<file path="config.mk">
export PLATFORM = sky130hd
export DESIGN_NAME = hex_scroll_feed
export DESIGN_NICKNAME = d
export VERILOG_FILES = /design/src/rtl/seg7_pkg.sv /design/src/rtl/seg7_tick_gen.sv /design/src/rtl/hex_scroll_feed.sv
export SDC_FILE = /design/constraint.sdc
export NUM_CORES = 1
export LEC_CHECK = 0
export BUFFER_PORTS_ARGS = -buffer_cell sky130_fd_sc_hd__buf_4
export CAP_MARGIN = 5
export CORE_ASPECT_RATIO = 0.75
export CORE_MARGIN = 2
export CORE_UTILIZATION = 29
export CTS_BUF_LIST = sky130_fd_sc_hd__clkbuf_16
export DETAILED_ROUTE_END_ITERATION = 8
export GPL_ROUTABILITY_DRIVEN = 0
export PLACE_DENSITY = 0.56
export SLEW_MARGIN = 20
export SYNTH_ARGS = -nofsm -noshare
export SYNTH_HDL_FRONTEND = slang
export SYNTH_HIERARCHICAL = 1
export SYNTH_SLANG_ARGS = --single-unit
</file>
<file path="constraint.sdc">
create_clock -name clk -period 3.2 [get_ports clk]
set_clock_uncertainty 0.2 [all_clocks]
set_input_delay 0.48 -clock clk [delete_from_list [all_inputs] [get_ports clk]]
set_output_delay 0.48 -clock clk [all_outputs]
set_load 0.05 [all_outputs]
</file>
<file path="src/rtl/seg7_pkg.sv">
`default_nettype none
// ============================================================================
// Module : seg7_pkg
// Brief  : Shared definitions for the hex scroll feeder: FSM state encoding,
//          hex-to-segment lookup table and the blank segment pattern.
//          Segment bit order is {dp,g,f,e,d,c,b,a}, active-high.
// Rev    : 1.0  initial release
// ============================================================================
package seg7_pkg;

    typedef enum logic [1:0] {
        ST_IDLE      = 2'd0,
        ST_SHIFT_IN  = 2'd1,
        ST_HOLD      = 2'd2,
        ST_SHIFT_OUT = 2'd3
    } state_t;

    localparam logic [7:0] SEG_BLANK = 8'h00;

    // Entry n holds the pattern for hex digit n (entry 0 in the low byte).
    // Lower-case b and d keep them distinguishable from 8 and 0.
    localparam logic [15:0][7:0] SEG_TABLE = {
        8'h71, 8'h79, 8'h5E, 8'h39,   // F E d C
        8'h7C, 8'h77, 8'h6F, 8'h7F,   // b A 9 8
        8'h07, 8'h7D, 8'h6D, 8'h66,   // 7 6 5 4
        8'h4F, 8'h5B, 8'h06, 8'h3F    // 3 2 1 0
    };

    function automatic logic [7:0] hex_to_seg(input logic [3:0] nib);
        return SEG_TABLE[nib];
    endfunction

endpackage
`default_nettype wire

</file>
<file path="src/rtl/seg7_tick_gen.sv">
`default_nettype none
// ============================================================================
// Module : seg7_tick_gen
// Brief  : Free-running prescaler that counts 0..TICK_DIV-1 and wraps,
//          producing a one-cycle tick on the terminal count. A clear pulse
//          restarts the count at zero so the first tick lands exactly
//          TICK_DIV cycles after the clear edge.
// Ports  : clk   - system clock
//          rst_n - asynchronous active-low reset
//          clear - synchronous restart of the count
//          tick  - high for one cycle when count == TICK_DIV-1
// Rev    : 1.0  initial release
// ============================================================================
module seg7_tick_gen #(
    parameter logic [23:0] TICK_DIV = 24'd12_500_000
) (
    input  logic clk,
    input  logic rst_n,
    input  logic clear,
    output logic tick
);

    localparam int          c_CNT_W = $clog2(TICK_DIV);
    localparam logic [23:0] c_LAST  = TICK_DIV - 24'd1;

    logic [c_CNT_W-1:0] r_cnt;
    logic               w_last;

    assign w_last = (r_cnt == c_LAST[c_CNT_W-1:0]);
    assign tick   = w_last;

    always_ff @(posedge clk or negedge rst_n) begin
        if (!rst_n) begin
            r_cnt <= '0;
        end else if (clear || w_last) begin
            r_cnt <= '0;
        end else begin
            r_cnt <= r_cnt + c_CNT_W'(1);
        end
    end

endmodule
`default_nettype wire

</file>
<file path="src/rtl/hex_scroll_feed.sv">
`default_nettype none
// ============================================================================
// Module : hex_scroll_feed
// Brief  : Accepts a hex value over valid/ready, then scrolls its digits
//          right-to-left across a raw 7-segment word, one digit per scroll
//          tick: shift in every nibble (MSB first), hold the last digits for
//          HOLD_TICKS ticks, then shift blanks in until the word is empty.
// Ports  : clk        - system clock
//          rst_n      - asynchronous active-low reset
//          data_in    - value to display, MSB nibble shown first
//          data_valid - data_in valid
//          data_ready - idle, value can be accepted
//          word       - raw segments, byte 0 = rightmost digit {dp,g..a}
//          busy       - scroll in progress
// Rev    : 1.0  initial release
// ============================================================================
module hex_scroll_feed
    import seg7_pkg::*;
#(
    parameter int          SEG_UNITS    = 4,
    parameter int          DATA_NIBBLES = 8,
    parameter logic [23:0] TICK_DIV     = 24'd12_500_000,
    parameter int          HOLD_TICKS   = 2
) (
    input  logic                      clk,
    input  logic                      rst_n,
    input  logic [DATA_NIBBLES*4-1:0] data_in,
    input  logic                      data_valid,
    output logic                      data_ready,
    output logic [SEG_UNITS*8-1:0]    word,
    output logic                      busy
);

    localparam int c_WORD_W = SEG_UNITS * 8;
    localparam int c_DATA_W = DATA_NIBBLES * 4;
    // Counter widths are floored at one bit so degenerate parameter values
    // (one nibble, no hold) still produce legal vectors.
    localparam int c_DIG_W  = (DATA_NIBBLES > 1) ? $clog2(DATA_NIBBLES) : 1;
    localparam int c_HOLD_W = (HOLD_TICKS > 0) ? $clog2(HOLD_TICKS + 1) : 1;
    localparam int c_OUT_W  = $clog2(SEG_UNITS + 1);

    localparam logic [c_DIG_W-1:0]  c_DIG_LAST  = c_DIG_W'(DATA_NIBBLES - 1);
    localparam logic [c_HOLD_W-1:0] c_HOLD_LAST = c_HOLD_W'(HOLD_TICKS - 1);
    localparam logic [c_OUT_W-1:0]  c_OUT_LAST  = c_OUT_W'(SEG_UNITS - 1);

    state_t                r_state;
    logic [c_DATA_W-1:0]   r_data;
    logic [c_WORD_W-1:0]   r_word;
    logic [c_DIG_W-1:0]    r_dig_cnt;
    logic [c_HOLD_W-1:0]   r_hold_cnt;
    logic [c_OUT_W-1:0]    r_out_cnt;

    logic                  w_tick;
    logic                  w_accept;
    logic [7:0]            w_seg;
    logic [c_WORD_W-1:0]   w_word_in;
    logic [c_WORD_W-1:0]   w_word_out;

    assign data_ready = (r_state == ST_IDLE);
    assign busy       = ~data_ready;
    assign word       = r_word;
    assign w_accept   = data_valid && data_ready;

    // Next digit always comes from the top nibble; the data register shifts
    // left after each use. Bits leaving the top byte of the word are dropped.
    assign w_seg      = hex_to_seg(r_data[c_DATA_W-1 -: 4]);
    assign w_word_in  = (r_word << 8) | c_WORD_W'(w_seg);
    assign w_word_out = (r_word << 8) | c_WORD_W'(SEG_BLANK);

    seg7_tick_gen #(
        .TICK_DIV (TICK_DIV)
    ) u_tick_gen (
        .clk   (clk),
        .rst_n (rst_n),
        .clear (w_accept),
        .tick  (w_tick)
    );

    always_ff @(posedge clk or negedge rst_n) begin
        if (!rst_n) begin
            r_state    <= ST_IDLE;
            r_data     <= '0;
            r_word     <= '0;
            r_dig_cnt  <= '0;
            r_hold_cnt <= '0;
            r_out_cnt  <= '0;
        end else begin
            case (r_state)
                ST_IDLE: begin
                    if (w_accept) begin
                        r_data     <= data_in;
                        r_dig_cnt  <= '0;
                        r_hold_cnt <= '0;
                        r_out_cnt  <= '0;
                        r_state    <= ST_SHIFT_IN;
                    end
                end

                ST_SHIFT_IN: begin
                    if (w_tick) begin
                        r_word <= w_word_in;
                        r_data <= r_data << 4;
                        if (r_dig_cnt == c_DIG_LAST) begin
                            r_dig_cnt <= '0;
                            r_state   <= (HOLD_TICKS == 0) ? ST_SHIFT_OUT : ST_HOLD;
                        end else begin
                            r_dig_cnt <= r_dig_cnt + c_DIG_W'(1);
                        end
                    end
                end

                ST_HOLD: begin
                    if (w_tick) begin
                        if (r_hold_cnt == c_HOLD_LAST) begin
                            r_hold_cnt <= '0;
                            r_state    <= ST_SHIFT_OUT;
                        end else begin
                            r_hold_cnt <= r_hold_cnt + c_HOLD_W'(1);
                        end
                    end
                end

                ST_SHIFT_OUT: begin
                    if (w_tick) begin
                        r_word <= w_word_out;
                        if (r_out_cnt == c_OUT_LAST) begin
                            r_out_cnt <= '0;
                            r_state   <= ST_IDLE;
                        end else begin
                            r_out_cnt <= r_out_cnt + c_OUT_W'(1);
                        end
                    end
                end

                default: begin
                    r_state <= ST_IDLE;
                end
            endcase
        end
    end

endmodule
`default_nettype wire

</file>
==> summary.md <==
Fraction of synthesized cell area in xor and xnor cells: 0.0259. Summed over all layers, the routed wires come to 9.76 mm. The cell area that synthesis handed to floorplanning was 4730 µm². Hold repair after CTS inserted 0 buffers. The run gives 2 as the buffer levels on the longest clock path. The most used flip-flop cell after synthesis is sky130_fd_sc_hd__dfrtp_1.

The worst register-to-register path has a setup slack of 0.55 ns. Counting the fill cells in the layout gives 1631. The run gives 69 as the count of boundary I/O pins.

Number of vias per cell after detailed routing: 4.78. The floorplan die width came out at 152 µm. Yosys mapped the design onto 52 distinct sky130hd cell types. The repair_antennas step left the layout with diodes totalling 0.

The proportion of power drawn by flip-flops and latches came out at 0.525. Mux cell area share after synthesis: 0.130. Averaged over all synthesized cells, the footprint is 10.6 µm². Clock network fraction of design power: 0.440. The switching share of power is 0.227, and the number of DRC markers after the initial detailed-route iteration is 242. The starting density of the core was 0.295.

The sum of negative setup slack is 0 ns. The final reports fail on hold timing. The run gives 0.515 mW as the reported net switching power. The number of buffer cells added on primary ports was 64; the area of the placeable core was 16000 µm². Basic-gate share of the synthesized area counting and, or, nand and nor cells: 0.149. The measured slew at the worst slew-check pin is 0.719 ns, and the max-capacitance violation count is 0. Summing internal, switching and leakage power gives 2.26 mW. The synthesized-area fraction occupied by ao, oa, aoi and oai cells is 0.110, and the clock latency reported for the late side of the worst-skew pair is 0.35 ns. The count of H-tree levels built during CTS was 3; the clock period minus worst slack was 2.65 ns.

The routed wirelength normalized by instance count works out to 13.5 µm. TritonCTS built the clock tree. The internal power of the cells totals 1.75 mW. The most area-hungry cell type in the Yosys netlist was sky130_fd_sc_hd__dfrtp_1. The post-synthesis sequential area ratio was 0.497; the number of global-route vias before repair was 3408. For the data required time at the worst endpoint, the log shows 3.24 ns.

The row count came out at 40. The detail route stage leaves a number of antenna-violating nets equal to 0. The commonest cells after synthesis are sky130_fd_sc_hd__dfrtp_1 (94), sky130_fd_sc_hd__nor2_1 (53), sky130_fd_sc_hd__a21oi_1 (40). The flow ran to the end, but the final reports show violations.

The number of setup buffers added after CTS is 0. The total global routing track utilization is 0.120, and the highest fanout seen on the critical path is 9. The endpoint of the most critical register-to-register path is r_state[1]. The logs give 29 for the final hold violation count and 0.241 mV for the largest vdd supply drop. The tightest slew margin relative to the limit is 0.521. The tools report the placed wire-length estimate after detailed placement as 6.69 mm.

The slowest stage of the critical path is the sky130_fd_sc_hd__dfrtp_1 cell. Proportion of power drawn by combinational gates: 0.035. Count of endpoints failing setup in the final report: 0. The areal power density over the cells works out to 399 nW/µm². The Yosys step of the flow raised 6 warnings.

The depth of the most critical reg-to-reg path is 8. The adder and majority cell fraction of the synthesized area works out to 0.0370. The number of buffers created by CTS is 9. The first global-routing pass estimated 16.6 mm of wire. The setup slack after layout is 0.553 ns, and the maximum clock frequency is 0.378 GHz.

The worst path arrival time is 2.68 ns. The CTS clock-pin slew for the worst setup and hold paths was 0.07 ns. From synthesis to final layout, the design area changed by 19.9%. The fraction of post-synthesis cell area in the top cell type by area was 0.497. In the post-synthesis netlist, the biggest area contributors are sky130_fd_sc_hd__dfrtp_1 (50%), sky130_fd_sc_hd__mux2i_1 (7.0%), sky130_fd_sc_hd__mux2_2 (5.2%). After detailed routing, the number of remaining DRC violations is 0. The run gives 555 as the number of nets in the layout. STA classifies the critical path startpoint as a register.

After synthesis, the largest family of logic cells by area is simple AND/OR/NAND/NOR gates. The worst hold path belongs to the class input port to async pin. The detailed-router iteration count before antenna repair was 6; the final worst hold slack was -0.0130 ns. The routed layout has 3448 vias.

Number of synthesized register bits: 94. The pre-CTS setup slack is 0.482 ns, and the peak per-stage delay on the critical path is 0.45 ns. The share of synthesized registers carrying an async set or reset came out at 1.00. The run gives 0 as the remaining global-route overflow. The critical path endpoint category is a register.

Setup repair after global routing left no endpoint under its margin. The maximum number of pins on one net before global-route repair was 65. The setup path with the least slack is of type register to register.

For the number of standard cells after synthesis, the log shows 448. The most frequent cell after synthesis was sky130_fd_sc_hd__dfrtp_1. The ratio of cells with drive above 1 in the final layout works out to 0.241. The count of pins over their slew limit was 0. For the number of antenna violations at the first check in global routing, the log shows 0. The tree is rooted in a sky130_fd_sc_hd__clkbuf_16. The source of the worst register-to-register timing path was u_tick_gen/r_cnt[14]. For this design, the sink count on the clock tree is 94. The number of enable-type register cells in the synthesized netlist was 0.

The area enclosed by the die boundary is 17400 µm², and the ratio of final minimum period to clock period is 0.827. Traced cell by cell, the critical path runs through nor4b_1, nand3_1, nor4_1, buf_4, nand2_1, a221oi_2, a21oi_1, a31o_2. Summed over all cells, the static leakage comes to 2.52 nW. Number of resized instances in the post-cts repair step: 0. The y dimension of the die is 115 µm.
## worst max path at each step
stage,startpoint,endpoint,slack (ns),cells after the start
final,u_tick_gen/r_cnt[14],r_state[1],0.55,8
after CTS,u_tick_gen/r_cnt[14],word[17],0.47,7
after global routing,u_tick_gen/r_cnt[14],r_data[0],0.25,9
after detailed placement,r_state[0],word[17],0.48,4
after global placement,u_tick_gen/r_cnt[14],word[17],0.51,7
after floorplan,u_tick_gen/r_cnt[14],r_state[1],0.91,8
## cell families (layout without fill, tap and decap cells)
family / Yosys count / in the layout
AO/OA/AOI/OAI: 86 / 86
XOR/XNOR: 14 / 14
adder cells (fa/ha/maj): 14 / 14
buffers and inverters: 47 / 107
flip-flops: 94 / 94
multiplexers: 57 / 57
other: 1 / 4
AND/OR/NAND/NOR: 135 / 135
## critical path, delay by kind of cell, from the launching register on
family	cells	cell delay (ns)
flip-flops	1	0.45
AND/OR/NAND/NOR	4	0.93
AO/OA/AOI/OAI	3	0.72
buffers and inverters	1	0.23
## per-stage QoR
step	instance area, µm²	cells	util
2_1_floorplan	4740	451	-
3_3_place_gp	5390	705	0.337
3_5_place_dp	5390	705	0.337
4_1_cts	5660	721	0.354
5_1_grt	5670	721	0.354
6_report	5670	721	0.354
## cells in the final DEF (no fill, tap or decap), types with 6 or more instances in the layout
cell and count:
sky130_fd_sc_hd__a21oi_1 40, sky130_fd_sc_hd__buf_4 70, sky130_fd_sc_hd__clkbuf_16 9, sky130_fd_sc_hd__dfrtp_1 94, sky130_fd_sc_hd__ha_1 13, sky130_fd_sc_hd__inv_1 20, sky130_fd_sc_hd__mux2_2 22, sky130_fd_sc_hd__mux2i_1 33
sky130_fd_sc_hd__nand2_1 18, sky130_fd_sc_hd__nand3_1 9, sky130_fd_sc_hd__nand3b_1 7, sky130_fd_sc_hd__nand4_1 11, sky130_fd_sc_hd__nor2_1 53, sky130_fd_sc_hd__o21ai_0 20, sky130_fd_sc_hd__o31ai_1 7, sky130_fd_sc_hd__or4_1 6
sky130_fd_sc_hd__xnor2_1 9
## final cells by class
cell class                      instances  area, µm²  share of cell area
Inverter                               20       75.1              0.0132
Clock buffer                            9        225              0.0397
Tap cell                              210        263              0.0463
Sequential cell                        94       2350               0.415
Clock inverter                          7       47.5             0.00838
Multi-Input combinational cell        310       2160               0.381
Timing Repair Buffer                   71        546              0.0962
## metal layers
metal | up-vias | GRT usage | routed length (µm)
met5 | - | 0 | 0
met4 | 0 | 0.0340 | 100
met3 | 7 | 0.0454 | 677
met2 | 77 | 0.186 | 4390
met1 | 1667 | 0.157 | 4590
li1 | 1697 | - | -
## sequential cells by signal, summed over array words and instances, names as in the netlist
signal and flops:
r_state 2, u_tick_gen/r_cnt 24, r_out_cnt 3, r_data 32, r_hold_cnt 2, r_dig_cnt 3, word 28
## power by group through the flow
stage	registers [mW]	clock network (mW)	logic, mW
global route	1.19	1.09	0.0903
global placement	1.21	0	0.0818
CTS	1.19	1.03	0.0827
detailed placement	1.21	0	0.0823
finish	1.19	0.997	0.0791
floorplan	1.21	0	0.0238
No activity file was read; power rests on OpenSTA's default activity.
